`config.mk`:
```
export PLATFORM = sky130hd
export DESIGN_NAME = req_arbiter_4
export DESIGN_NICKNAME = d
export VERILOG_FILES = /design/src/rtl/arb_pkg.sv /design/src/rtl/arb_pick.sv /design/src/rtl/req_arbiter_4.sv
export SDC_FILE = /design/constraint.sdc
export NUM_CORES = 1
export LEC_CHECK = 0
export ABC_CLOCK_PERIOD_IN_PS = 1400
export CORE_MARGIN = 1.5
export CORE_UTILIZATION = 47
export DETAILED_ROUTE_END_ITERATION = 16
export PLACE_DENSITY_LB_ADDON = 0.08
export SETUP_SLACK_MARGIN = 0.5
export SYNTH_ARGS = -nofsm -noshare
export SYNTH_HDL_FRONTEND = slang
export SYNTH_SLANG_ARGS = --single-unit
```
`constraint.sdc`:
```
create_clock -name clk -period 1.4 [get_ports clk]
set_input_delay 0.28 -clock clk [delete_from_list [all_inputs] [get_ports clk]]
set_output_delay 0.28 -clock clk [all_outputs]
set_load 0.05 [all_outputs]
```
`src/rtl/arb_pkg.sv`:
```
// Shared types and constants for the four-requester arbiter.
// Optional feature macro: ARB_ROUND_ROBIN_EN (round-robin pick instead of
// fixed priority).
package arb_pkg;

  localparam int N_REQ = 4;
  localparam int ID_W  = 2;

  typedef enum logic {
    ARB_IDLE  = 1'b0,
    ARB_GRANT = 1'b1
  } arb_state_t;

  // Expand a requester index into its one-hot grant pattern.
  function automatic logic [N_REQ-1:0] id_to_onehot(input logic [ID_W-1:0] id);
    logic [N_REQ-1:0] oh;
    oh     = '0;
    oh[id] = 1'b1;
    return oh;
  endfunction

endpackage

```
`src/rtl/arb_pick.sv`:
```
// Combinational priority pick. The search begins at index `start` and walks
// downward (start, start-1, ...) modulo N_REQ; the first set request wins.
// With start tied to 3 this is plain fixed priority 3 > 2 > 1 > 0.
module arb_pick
  import arb_pkg::*;
(
  input  logic [N_REQ-1:0] req,
  input  logic [ID_W-1:0]  start,
  output logic [N_REQ-1:0] win,
  output logic [ID_W-1:0]  id,
  output logic             any
);

  // cand_idx[r] is the requester examined at search rank r.
  logic [ID_W-1:0] cand_idx [N_REQ];

  for (genvar gi = 0; gi < N_REQ; gi++) begin : g_cand
    assign cand_idx[gi] = start - ID_W'(gi);
  end

  // Scan from the last rank to the first so the earliest-ranked hit overwrites.
  always_comb begin
    id  = '0;
    any = 1'b0;
    for (int r = N_REQ - 1; r >= 0; r--) begin
      if (req[cand_idx[r]]) begin
        id  = cand_idx[r];
        any = 1'b1;
      end
    end
    win = any ? id_to_onehot(id) : '0;
  end

endmodule

```
`src/rtl/req_arbiter_4.sv`:
```
// Four-requester arbiter with registered one-hot grant, hold timeout and a
// one-shot mask against the most recently preempted owner.
// Optional feature macro: ARB_ROUND_ROBIN_EN selects a round-robin pick
// (search starts one past the last winner); undefined gives fixed priority.
module req_arbiter_4
  import arb_pkg::*;
#(
  parameter int MAX_HOLD = 8
) (
  input  logic             clk,
  input  logic             rst_n,
  input  logic [N_REQ-1:0] req,
  output logic [N_REQ-1:0] gnt,
  output logic [ID_W-1:0]  gnt_id,
  output logic             gnt_valid,
  output logic             preempt
);

  // A zero MAX_HOLD still needs a legal one-bit counter; it simply never moves.
  localparam int CNT_W = (MAX_HOLD > 0) ? $clog2(MAX_HOLD + 1) : 1;
  localparam logic [CNT_W-1:0] CNT_MAX  = CNT_W'(MAX_HOLD);
  localparam logic [CNT_W-1:0] CNT_LOAD = (MAX_HOLD > 0) ? CNT_W'(1) : '0;

  arb_state_t       state_q, state_d;
  logic [N_REQ-1:0] gnt_q, gnt_d;
  logic [ID_W-1:0]  gnt_id_q, gnt_id_d;
  logic             preempt_q, preempt_d;
  logic [CNT_W-1:0] hold_cnt_q, hold_cnt_d;
  logic [N_REQ-1:0] mask_q, mask_d;

  logic [N_REQ-1:0] masked_req, arb_req;
  logic [ID_W-1:0]  start_idx;
  logic [N_REQ-1:0] pick_win;
  logic [ID_W-1:0]  pick_id;
  logic             pick_any;
  logic             owner_req, other_req;

  // The mask only steers the pick when someone else is asking; a lone
  // masked requester is still served so it can never starve.
  assign masked_req = req & ~mask_q;
  assign arb_req    = (|masked_req) ? masked_req : req;

`ifdef ARB_ROUND_ROBIN_EN
  logic [ID_W-1:0] ptr_q, ptr_d;

  assign start_idx = ptr_q + ID_W'(1);

  // Remember the last winner so the next search starts just past it.
  always_comb begin
    ptr_d = ptr_q;
    if (state_q == ARB_IDLE && pick_any) ptr_d = pick_id;
  end

  // Round-robin pointer register.
  always_ff @(posedge clk or negedge rst_n) begin
    if (!rst_n) ptr_q <= '0;
    else        ptr_q <= ptr_d;
  end
`else
  assign start_idx = ID_W'(N_REQ - 1);
`endif

  arb_pick u_pick (
    .req   (arb_req),
    .start (start_idx),
    .win   (pick_win),
    .id    (pick_id),
    .any   (pick_any)
  );

  assign owner_req = req[gnt_id_q];
  assign other_req = |(req & ~gnt_q);

  // Next-state logic: arbitrate in IDLE, hold/release/preempt in GRANT.
  always_comb begin
    state_d    = state_q;
    gnt_d      = gnt_q;
    gnt_id_d   = gnt_id_q;
    preempt_d  = 1'b0;
    hold_cnt_d = hold_cnt_q;
    mask_d     = mask_q;
    case (state_q)
      ARB_IDLE: begin
        // The mask is consumed by this arbitration whether or not anyone wins.
        mask_d = '0;
        if (pick_any) begin
          state_d    = ARB_GRANT;
          gnt_d      = pick_win;
          gnt_id_d   = pick_id;
          hold_cnt_d = CNT_LOAD;
        end
      end
      ARB_GRANT: begin
        if (!owner_req) begin
          // Release wins over a coincident timeout: no pulse, no mask.
          state_d    = ARB_IDLE;
          gnt_d      = '0;
          gnt_id_d   = '0;
          hold_cnt_d = '0;
        end else if ((MAX_HOLD != 0) && (hold_cnt_q == CNT_MAX) && other_req) begin
          state_d    = ARB_IDLE;
          gnt_d      = '0;
          gnt_id_d   = '0;
          hold_cnt_d = '0;
          preempt_d  = 1'b1;
          mask_d     = gnt_q;
        end else if (hold_cnt_q != CNT_MAX) begin
          hold_cnt_d = hold_cnt_q + CNT_W'(1);
        end
      end
      default: begin
        state_d    = ARB_IDLE;
        gnt_d      = '0;
        gnt_id_d   = '0;
        hold_cnt_d = '0;
      end
    endcase
  end

  // State, counter, mask and output registers.
  always_ff @(posedge clk or negedge rst_n) begin
    if (!rst_n) begin
      state_q    <= ARB_IDLE;
      gnt_q      <= '0;
      gnt_id_q   <= '0;
      preempt_q  <= 1'b0;
      hold_cnt_q <= '0;
      mask_q     <= '0;
    end else begin
      state_q    <= state_d;
      gnt_q      <= gnt_d;
      gnt_id_q   <= gnt_id_d;
      preempt_q  <= preempt_d;
      hold_cnt_q <= hold_cnt_d;
      mask_q     <= mask_d;
    end
  end

  assign gnt       = gnt_q;
  assign gnt_id    = gnt_id_q;
  assign gnt_valid = |gnt_q;
  assign preempt   = preempt_q;

endmodule

```
# Word-level counts from Yosys, hierarchy flattened
# Index checks and enable logic that the tools add are counted.
# word_totals
mem_bits_ro,0
inputBits,6
elab_cells,65
latch_bits,0
reg_bits,16
ramBits,0
n_memories,0
out_inout_bits,8
# op_classes
n_mux,35
eq_ne,7
n_reduce_logical,8
n_addsub,1
multipliers,0
magnitude_cmp,3
bitwise_logic,5
shift,0
div_mod_pow,0
# ops
operator,count
$mux 4,10
$pmux 4 s2,3
$mux 1,13
$reduce_or 4->1,3
$mux 2,5
$and 4x4->4,2
$not 4->4,2
$lt 2x3->1 const B,2
$reduce_and 2->1,3
$add 4x1->4 const B,1
$eq 4x4->1 const B,1
$ne 2x1->1 const B,2
$ne 4x2->1 const B,1
$ne 4x4->1 const B,1
$pmux 2 s2,1
$ne 3x2->1 const B,1
$bmux 1 s2,1
$demux 1 s2,1
$ge 2x1->1 const B,1
$logic_and 1x1->1,2
$ne 2x2->1 const B,1
$pmux 1 s2,1
$not 1->1,1

# Logic depth before layout (Yosys ltp)
# Gate-level depths: netlist (run 1).
# depth
word_depth,13
depth_mapped,7
ltp_nobuf,7

# Cells and area by module
# A second synthesis (run 1) with hierarchy kept.
# unflattened
hier_cells,118
hier_area_um2,1139.8
# by_module_without_submodules
module,instances,cells_per_inst,area_each_um2
req_arbiter_4,1,85,943.4
arb_pick,1,33,196.4

# Worst setup path after synthesis (run 1)
# OpenSTA, ideal clock, no wires.
# synth_timing
path_kind,register to register
from,"reg gnt_id_q[1], in the netlist gnt_id[1]"
to,reg hold_cnt_q[3]
t_arrival_ps,1813
setup_slack_ps,-537
path_stages_with_launch,6
n_path_buf,0
cell_sequence,dfrtp_1 -> mux2_2 -> a2bb2oi_2 -> or3_4 -> o31ai_4 -> a211o_1
# synth_between
elab_chain_cells,4
# synth_rtl
item,line_no,text
start: declaration,req_arbiter_4.sv:26,"logic [ID_W-1:0] gnt_id_q, gnt_id_d;"
start signal: assignment,req_arbiter_4.sv:132,gnt_id_q <= gnt_id_d;
$bmux 1 s2 (*),req_arbiter_4.sv:71,assign owner_req = req[gnt_id_q];
$mux 1 (implied by the code) (*),req_arbiter_4.sv:71,
$ne 4x2->1 (no source line) / $mux 4 (equally long branches),--,
$reduce_and 2->1 (no source line) / $pmux 4 s2 (equally long branches),--,
end signal: assignment,req_arbiter_4.sv:134,hold_cnt_q <= hold_cnt_d;
end: declaration,req_arbiter_4.sv:28,"logic [CNT_W-1:0] hold_cnt_q, hold_cnt_d;"
# Every way passes the cells marked *; elsewhere a longest branch is shown, timed or not. The select of a mux whose other input is x is not followed.
# A chain may end at the register's enable or synchronous reset.

# Final worst setup path (run 1)
# layout_timing
from,"reg gnt_q[2], in the netlist gnt[2]"
to,out gnt_valid
# layout_between
elab_chain_cells,1
# layout_rtl
item,line_no,text
start: declaration,req_arbiter_4.sv:25,"logic [N_REQ-1:0] gnt_q, gnt_d;"
start signal: assignment,req_arbiter_4.sv:131,gnt_q <= gnt_d;
$reduce_or 4->1,req_arbiter_4.sv:141,assign gnt_valid = |gnt_q;
end: declaration,req_arbiter_4.sv:15,"output logic gnt_valid,"
# Every way passes these cells.

==> metrics.yaml, run 1 <==
die_y_um: 48.9
synth.most_common_cell: "dfrtp_1"
place_congestion: 0.874
power.switching_mw: 1.35
rsz0062_at_grt: "yes"
cap_violations: 0
worst_path_max_delay_cell: "or4_4"
diodes: 0
postSynthCellCount: 99
powerDensity_nw_per_um2: 1800
min_period_ps: 1820
end_kind: "output pin"
grt_use_total: 0.330
start_util: 0.500
clk_latency_ps: 300
swShare: 0.420
combinationalPowerShare: 0.701
power_mw: 3.22
cp_slowest_stage_delay_ps: 530
max_slew_margin: 0.719
drtAntennaViolNets: 0
synth_area_um2: 991
core_um2: 1980
cts_buffer_depth: 2
reg2reg_slack_ps: -320
io_pins: 14
avgRoutedWirePerCell_um: 21.7
antenna_found_initial: 0
seqPwrFrac: 0.212
wl_mm: 4.12
grt_pass1_wl_mm: 5.95
synth_cell_types: 40
via_count: 1209
period_share: 1.30
clock-root-buffer: "clkbuf_4"
nFillCells: 64
row_count: 16
synth_edf_count: 0
utilization: 0.903
fin_ws_ps: -422
cp-endpoint: "gnt_valid"
cp_top_family: "simple AND/OR/NAND/NOR gates"
reg2reg_to: "gnt[3]"
synth_ff_type: "dfrtp_1"
hold_viol: 0
route.detailed.drc: 0
failed_checks: "negative setup slack"
clockPowerShare: 0.088
clkTransAtPathRegs_ps: 110
cts_tree: "done"
drt_iter0_drc: 72
dp_hpwl_mm: 2.29
grt_use_met3: 0.0675
hold_buffers: 0
slew_viol_final: 0
avgViaCountPerCell: 6.36
num-nets-final: 172
synth_area_leader_cell: "dfrtp_1"
dpl_worst_slack_ps: -751
ys_seq_area_frac: 0.404
max_freq_mhz: 549
synth.avg_cell_area_um2: 10.0
overflow: 0
power.internal_mw: 1.87
worst-path-buf-inv: 2
dr.pass1.iters: 4
gr-usage-met1: 0.409
worst-path-max-fanout: 2
rr_startpoint: "hold_cnt_q[1]"
grt_pass1_vias: 1176
status: "complete, but fails checks"
layout-drive-gt1-share: 0.583
grt_max_degree: 17
start_kind: "flip-flop"
ir_drop_uv: 1590
yosysWarnings: 0
arrival_ps: 1540
r2r_cells: 7
synth_top_area_share: 0.404
synth-seq-cells: 16
totalNegativeSetupSlack_ps: -4700
fin_skew_ps: 2.36
crit_cells: 3
die-area_um2: 2390
critPathKind: "reg -> out"
io_buffers: 13
ys_top_cells_by_count: "16 x dfrtp_1, 7 x inv_1, 6 x nand2_1"
synth_fp_nets: 107
hp-class: "in -> async"
cp_cell_sequence: "buf_6 -> or4_4 -> buf_8"
area_growth_pct: 80.6
crit_required_ps: 1120
tightest_slew_ps: 420
setup_viol: 19
die_w_um: 48.9
synth_area_leaders: "dfrtp_1 40%, a22o_1 4.4%, o31ai_4 4.3%"
cts.sinks: 16
met2_usage: 0.580
crit_start: "gnt[2]"
cts_made_buffers: 3
postSynth.asyncResetShare: 1.00
gr-max-usage-layer: "met2"
power.leakage_nw: 0.843
htreeDepth: 1
-- repair_timing --
| item | CTS | global route |
|---|---|---|
| setup endpoints to repair | 24 | 24 |
| gates resized for setup | 35 | 14 |
| pin swaps | 12 | 11 |
| buffers inserted | 6 | 3 |
-- through the flow --
stage | instance area, µm² | hold slack (ps) | cells
floorplan | 1030 | -15.6 | 99
global placement | 1550 | 557 | 177
detailed placement | 1550 | 571 | 177
CTS | 1730 | 327 | 187
global route | 1790 | 329 | 190
finish | 1790 | 307 | 190
-- how the worst min path moves through the flow --
stage | from | endpoint | slack [ps]
6_report | rst_n | gnt_id[1] | 310
5_1_grt | rst_n | mask_q[2] | 330
4_1_cts | rst_n | mask_q[3] | 330
3_5_place_dp | mask_q[0] | mask_q[0] | 570
3_3_place_gp | hold_cnt_q[2] | hold_cnt_q[2] | 560
2_1_floorplan | rst_n | gnt[0] | -20
-- metal layers --
| metal | vias to the layer above | part of all wire |
|---|---|---|
| li1 | 502 | - |
| met1 | 594 | 0.39 |
| met2 | 83 | 0.48 |
| met3 | 30 | 0.082 |
| met4 | 0 | 0.043 |
| met5 | - | 0 |
-- worst register-to-register path: cells and delay by family, from the launching register on --
kind            cells  cell delay (ps)
compound gates      3              620
fa+ha+maj           1              140
buf+inv             1               80
flops               1              410
simple gates        2              370
-- registers in the layout, summed over array words and instances (netlist names) --
signal      cells
preempt         1
hold_cnt_q      4
gnt_id          2
gnt             4
state_q         1
mask_q          4
-- area by class of cell --
cell class | instances | area [µm²] | area share
multi-input combinational | 74 | 682 | 0.381
timing repair buffer | 62 | 613 | 0.343
sequential | 16 | 408 | 0.228
tap | 27 | 33.8 | 0.0189
clock buffer | 4 | 26.3 | 0.0147
inverter | 7 | 26.3 | 0.0147
-- power groups by stage --
stage                     registers, mW  logic [mW]  clock network [mW]
after detailed placement          0.669        1.71                   0
after CTS                         0.675        2.01               0.268
final                             0.682        2.26               0.283
after global routing              0.694        2.34               0.298
after floorplan                   0.904       0.660                   0
after global placement            0.657        1.67                   0
-- cell usage in the layout (no fill, tap or decap), types with 2 or more instances in the layout --
cell,instances
dfrtp_2,6
o21ai_0,2
a21o_1,3
nor2_1,3
clkbuf_4,3
buf_4,35
a32o_1,3
inv_1,5
a21oi_1,3
clkbuf_2,2
nand2b_4,3
inv_2,2
nand2b_1,3
a22o_1,5
a21oi_2,2
buf_6,14
buf_12,7
o31ai_4,2
o21ai_2,2
nor3_1,3
dfrtp_1,10
dlygate4sd2_1,2
nor2b_1,5
nand2_1,6
-- logic make-up after synthesis --
| logic type | after synthesis | share of synthesized area |
|---|---|---|
| fa+ha+maj | 2 | 0.0252 |
| simple gates | 34 | 0.201 |
| flops | 16 | 0.404 |
| buf+inv | 9 | 0.0391 |
| compound gates | 36 | 0.309 |
| mux | 2 | 0.0215 |
Note: power is estimated with default switching activity, not from simulation.
==> run 2: changes to the inputs <==
- CORE_UTILIZATION: 47 -> 50
- CTS_BUF_LIST: default -> sky130_fd_sc_hd__clkbuf_8
==> metrics.yaml, run 2 <==
status: "stopped before the end"  # was complete, but fails checks
stop_stage: "5_1_grt"
error: "[ERROR DPL-0038] Utilization greater than 100%, impossible to legalize"
die_w_um: 47.5  # was 48.9 µm
postSynth.asyncResetShare: 1.00  # unchanged
synth_top_area_share: 0.404  # unchanged
synth_area_um2: 991  # unchanged
cts_made_buffers: 3  # unchanged
yosysWarnings: 0  # unchanged
synth_area_leader_cell: "dfrtp_1"  # unchanged
synth_area_leaders: "dfrtp_1 40%, a22o_1 4.4%, o31ai_4 4.3%"  # unchanged
synth.most_common_cell: "dfrtp_1"  # unchanged
ys_top_cells_by_count: "16 x dfrtp_1, 7 x inv_1, 6 x nand2_1"  # unchanged
synth_edf_count: 0  # unchanged
clock-root-buffer: "clkbuf_8"  # was clkbuf_4
synth_ff_type: "dfrtp_1"  # unchanged
row_count: 15  # was 16
dp_hpwl_mm: 2.26  # was 2.29 mm
start_util: 0.550  # was 0.500
io_buffers: 13  # unchanged
cts_buffer_depth: 2  # unchanged
hold_buffers: 0  # unchanged
ys_seq_area_frac: 0.404  # unchanged
cts.sinks: 16  # unchanged
grt_max_degree: 17
postSynthCellCount: 99  # unchanged
synth-seq-cells: 16  # unchanged
synth_cell_types: 40  # unchanged
die_y_um: 47.5  # was 48.9 µm
io_pins: 14  # unchanged
place_congestion: 0.908  # was 0.874
crit_endpoint: "mask_q[3]$_DFFE_PN0P_/D"
endpoint_type: "register data pin"
htreeDepth: 1  # unchanged
synth.avg_cell_area_um2: 10.0  # unchanged
synth_fp_nets: 107  # unchanged
run 2: repair_timing:
action / in CTS
gates resized for setup: 34
setup buffers: 7
pin swaps: 12
endpoints found under the setup margin: 24
run 2: through the flow:
stage / std cells / setup WS [ps] / area [µm²] / TNS [ps] / hold slack, ps
CTS: 179 / -259 / 1700 / -3170 / 357
detailed placement: 168 / -709 / 1490 / -10110 / 540
global placement: 168 / -634 / 1490 / -8910 / 541
floorplan: 99 / -313 / 1030 / -3560 / -15.6
run 2: logic make-up after synthesis:
family                   share of synthesized area
AO/OA/AOI/OAI                                0.309
adder cells (fa/ha/maj)                     0.0252
buffers and inverters                       0.0391
flip-flops                                   0.404
multiplexers                                0.0215
AND/OR/NAND/NOR                              0.201
==> run 3: changes to the inputs <==
- ABC_CLOCK_PERIOD_IN_PS: 1400 -> 1800
- CORE_AREA: default -> 2 2 63 65
- CORE_MARGIN: 1.5 -> default
- CORE_UTILIZATION: 50 -> default
- CTS_BUF_LIST: sky130_fd_sc_hd__clkbuf_8 -> default
- DIE_AREA: default -> 0 0 65 67
- PLACE_DENSITY_LB_ADDON: 0.08 -> 0.15
- SETUP_SLACK_MARGIN: 0.5 -> default
- clock period: 1.4 -> 1.8 ns (I/O delays scaled with it)
==> metrics.yaml, run 3 (synthesis gave the netlist of run 1 again) <==
htreeDepth: 1  # unchanged
placed_cells: 174  # was 168
placed_cell_area_um2: 1270  # was 1490 µm²
max_freq_mhz: 572
reg2reg_slack_ps: 130
overflow: 0
critPathKind: "reg -> out"
die_y_um: 67  # was 47.5 µm
cts_buffer_depth: 2  # unchanged
clock-root-buffer: "clkbuf_8"  # unchanged
grt_pass1_wl_mm: 4.24
r2r_cells: 5
rr_startpoint: "mask_q[1]"
layout_commonest_cell: "buf_4"
core_um2: 3610
grt_use_total: 0.131
min_period_ps: 1750
end_kind: "output pin"
cap_violations: 0
slew_viol_final: 0
start_kind: "flip-flop"
setup_viol: 0
rsz0062_at_grt: "no"
crit_start: "gnt[0]"
reg2reg_to: "gnt_id[1]"
cts.sinks: 16  # unchanged
io_buffers: 13  # unchanged
drtAntennaViolNets: 0
die_w_um: 65  # was 47.5 µm
grt_max_degree: 17
finalNonFillerCells: 182
num-nets-final: 143
area_growth_pct: 36.6
io_pins: 14  # unchanged
drt_iter0_drc: 39
clk_latency_ps: 250
place_congestion: 0.755  # was 0.908
start_util: 0.275  # was 0.550
crit_required_ps: 1440
max_slew_margin: 0.739
via_count: 888
row_count: 22  # was 15
diodes: 0
dpl_worst_slack_ps: -341  # was -709 ps
avgViaCountPerCell: 4.88
layout-drive-gt1-share: 0.299
avgRoutedWirePerCell_um: 14.4
fin_area_um2: 1350
period_share: 0.971
arrival_ps: 1390
clkTransAtPathRegs_ps: 70
cts_made_buffers: 3  # unchanged
worst-path-max-fanout: 4
grt_pass1_vias: 850
wl_mm: 2.62
nFillCells: 370
cts_tree: "done"
status: "finished clean"  # was stopped before the end
power.leakage_nw: 0.650
fin_skew_ps: 0.567
dp_hpwl_mm: 1.95  # was 2.26 mm
powerDensity_nw_per_um2: 1310
die-area_um2: 4360
fin_ws_ps: 52.7
whs_ps: 426
hp-class: "in -> async"
utilization: 0.375
dr.pass1.iters: 5
tightest_slew_ps: 391
antenna_found_initial: 0
hold_viol: 0
power_mw: 1.78
totalNegativeSetupSlack_ps: 0
ir_drop_uv: 486
most-common-layout-cells: "27 x buf_4, 15 x dfrtp_1, 7 x inv_1"
route.detailed.drc: 0
-- run 3: what timing repair did --
item	in CTS	in global routing
hold endpoints to repair	0	0
resized for setup	6	0
hold buffers	0	0
setup endpoints to repair	13	2
pin swaps	5	0
setup buffers	2	2
-- run 3: layout make-up --
class / count / area [µm²] / share of cell area
Clock buffer: 4 / 55.1 / 0.0407
Multi-Input combinational cell: 74 / 552 / 0.408
Timing Repair Buffer: 33 / 259 / 0.191
Sequential cell: 16 / 402 / 0.297
Tap cell: 48 / 60.1 / 0.0444
Inverter: 7 / 26.3 / 0.0194
-- run 3: critical path, cell delays in order (launching register included) --
cell	delay, ps
dfrtp_1	410
or4_1	520
buf_4	200
-- run 3: worst max path at each step --
stage | end | slack [ps] | depth (start not counted)
2_1_floorplan | hold_cnt_q[3] | 10 | 5
3_3_place_gp | hold_cnt_q[3] | -350 | 6
3_5_place_dp | gnt_id[1] | -340 | 6
4_1_cts | gnt_valid | 30 | 2
5_1_grt | hold_cnt_q[0] | 3 | 8
6_report | gnt_valid | 50 | 2
-- run 3: layer usage --
layer / GRT usage / routed length [µm] / vias up
li1: - / - / 445
met1: 0.171 / 1280 / 430
met2: 0.215 / 1260 / 13
met3: 0.0220 / 80 / 0
met4: 0.0479 / 0 / 0
met5: 0 / 0 / -
-- run 3: power breakdown --
group / switching [mW] / leakage (nW) / internal [mW]
registers: 0.108 / 0.211 / 0.441
logic: 0.530 / 0.410 / 0.365
clock network: 0.137 / 0.0288 / 0.194
total: 0.775 / 0.650 / 1.00
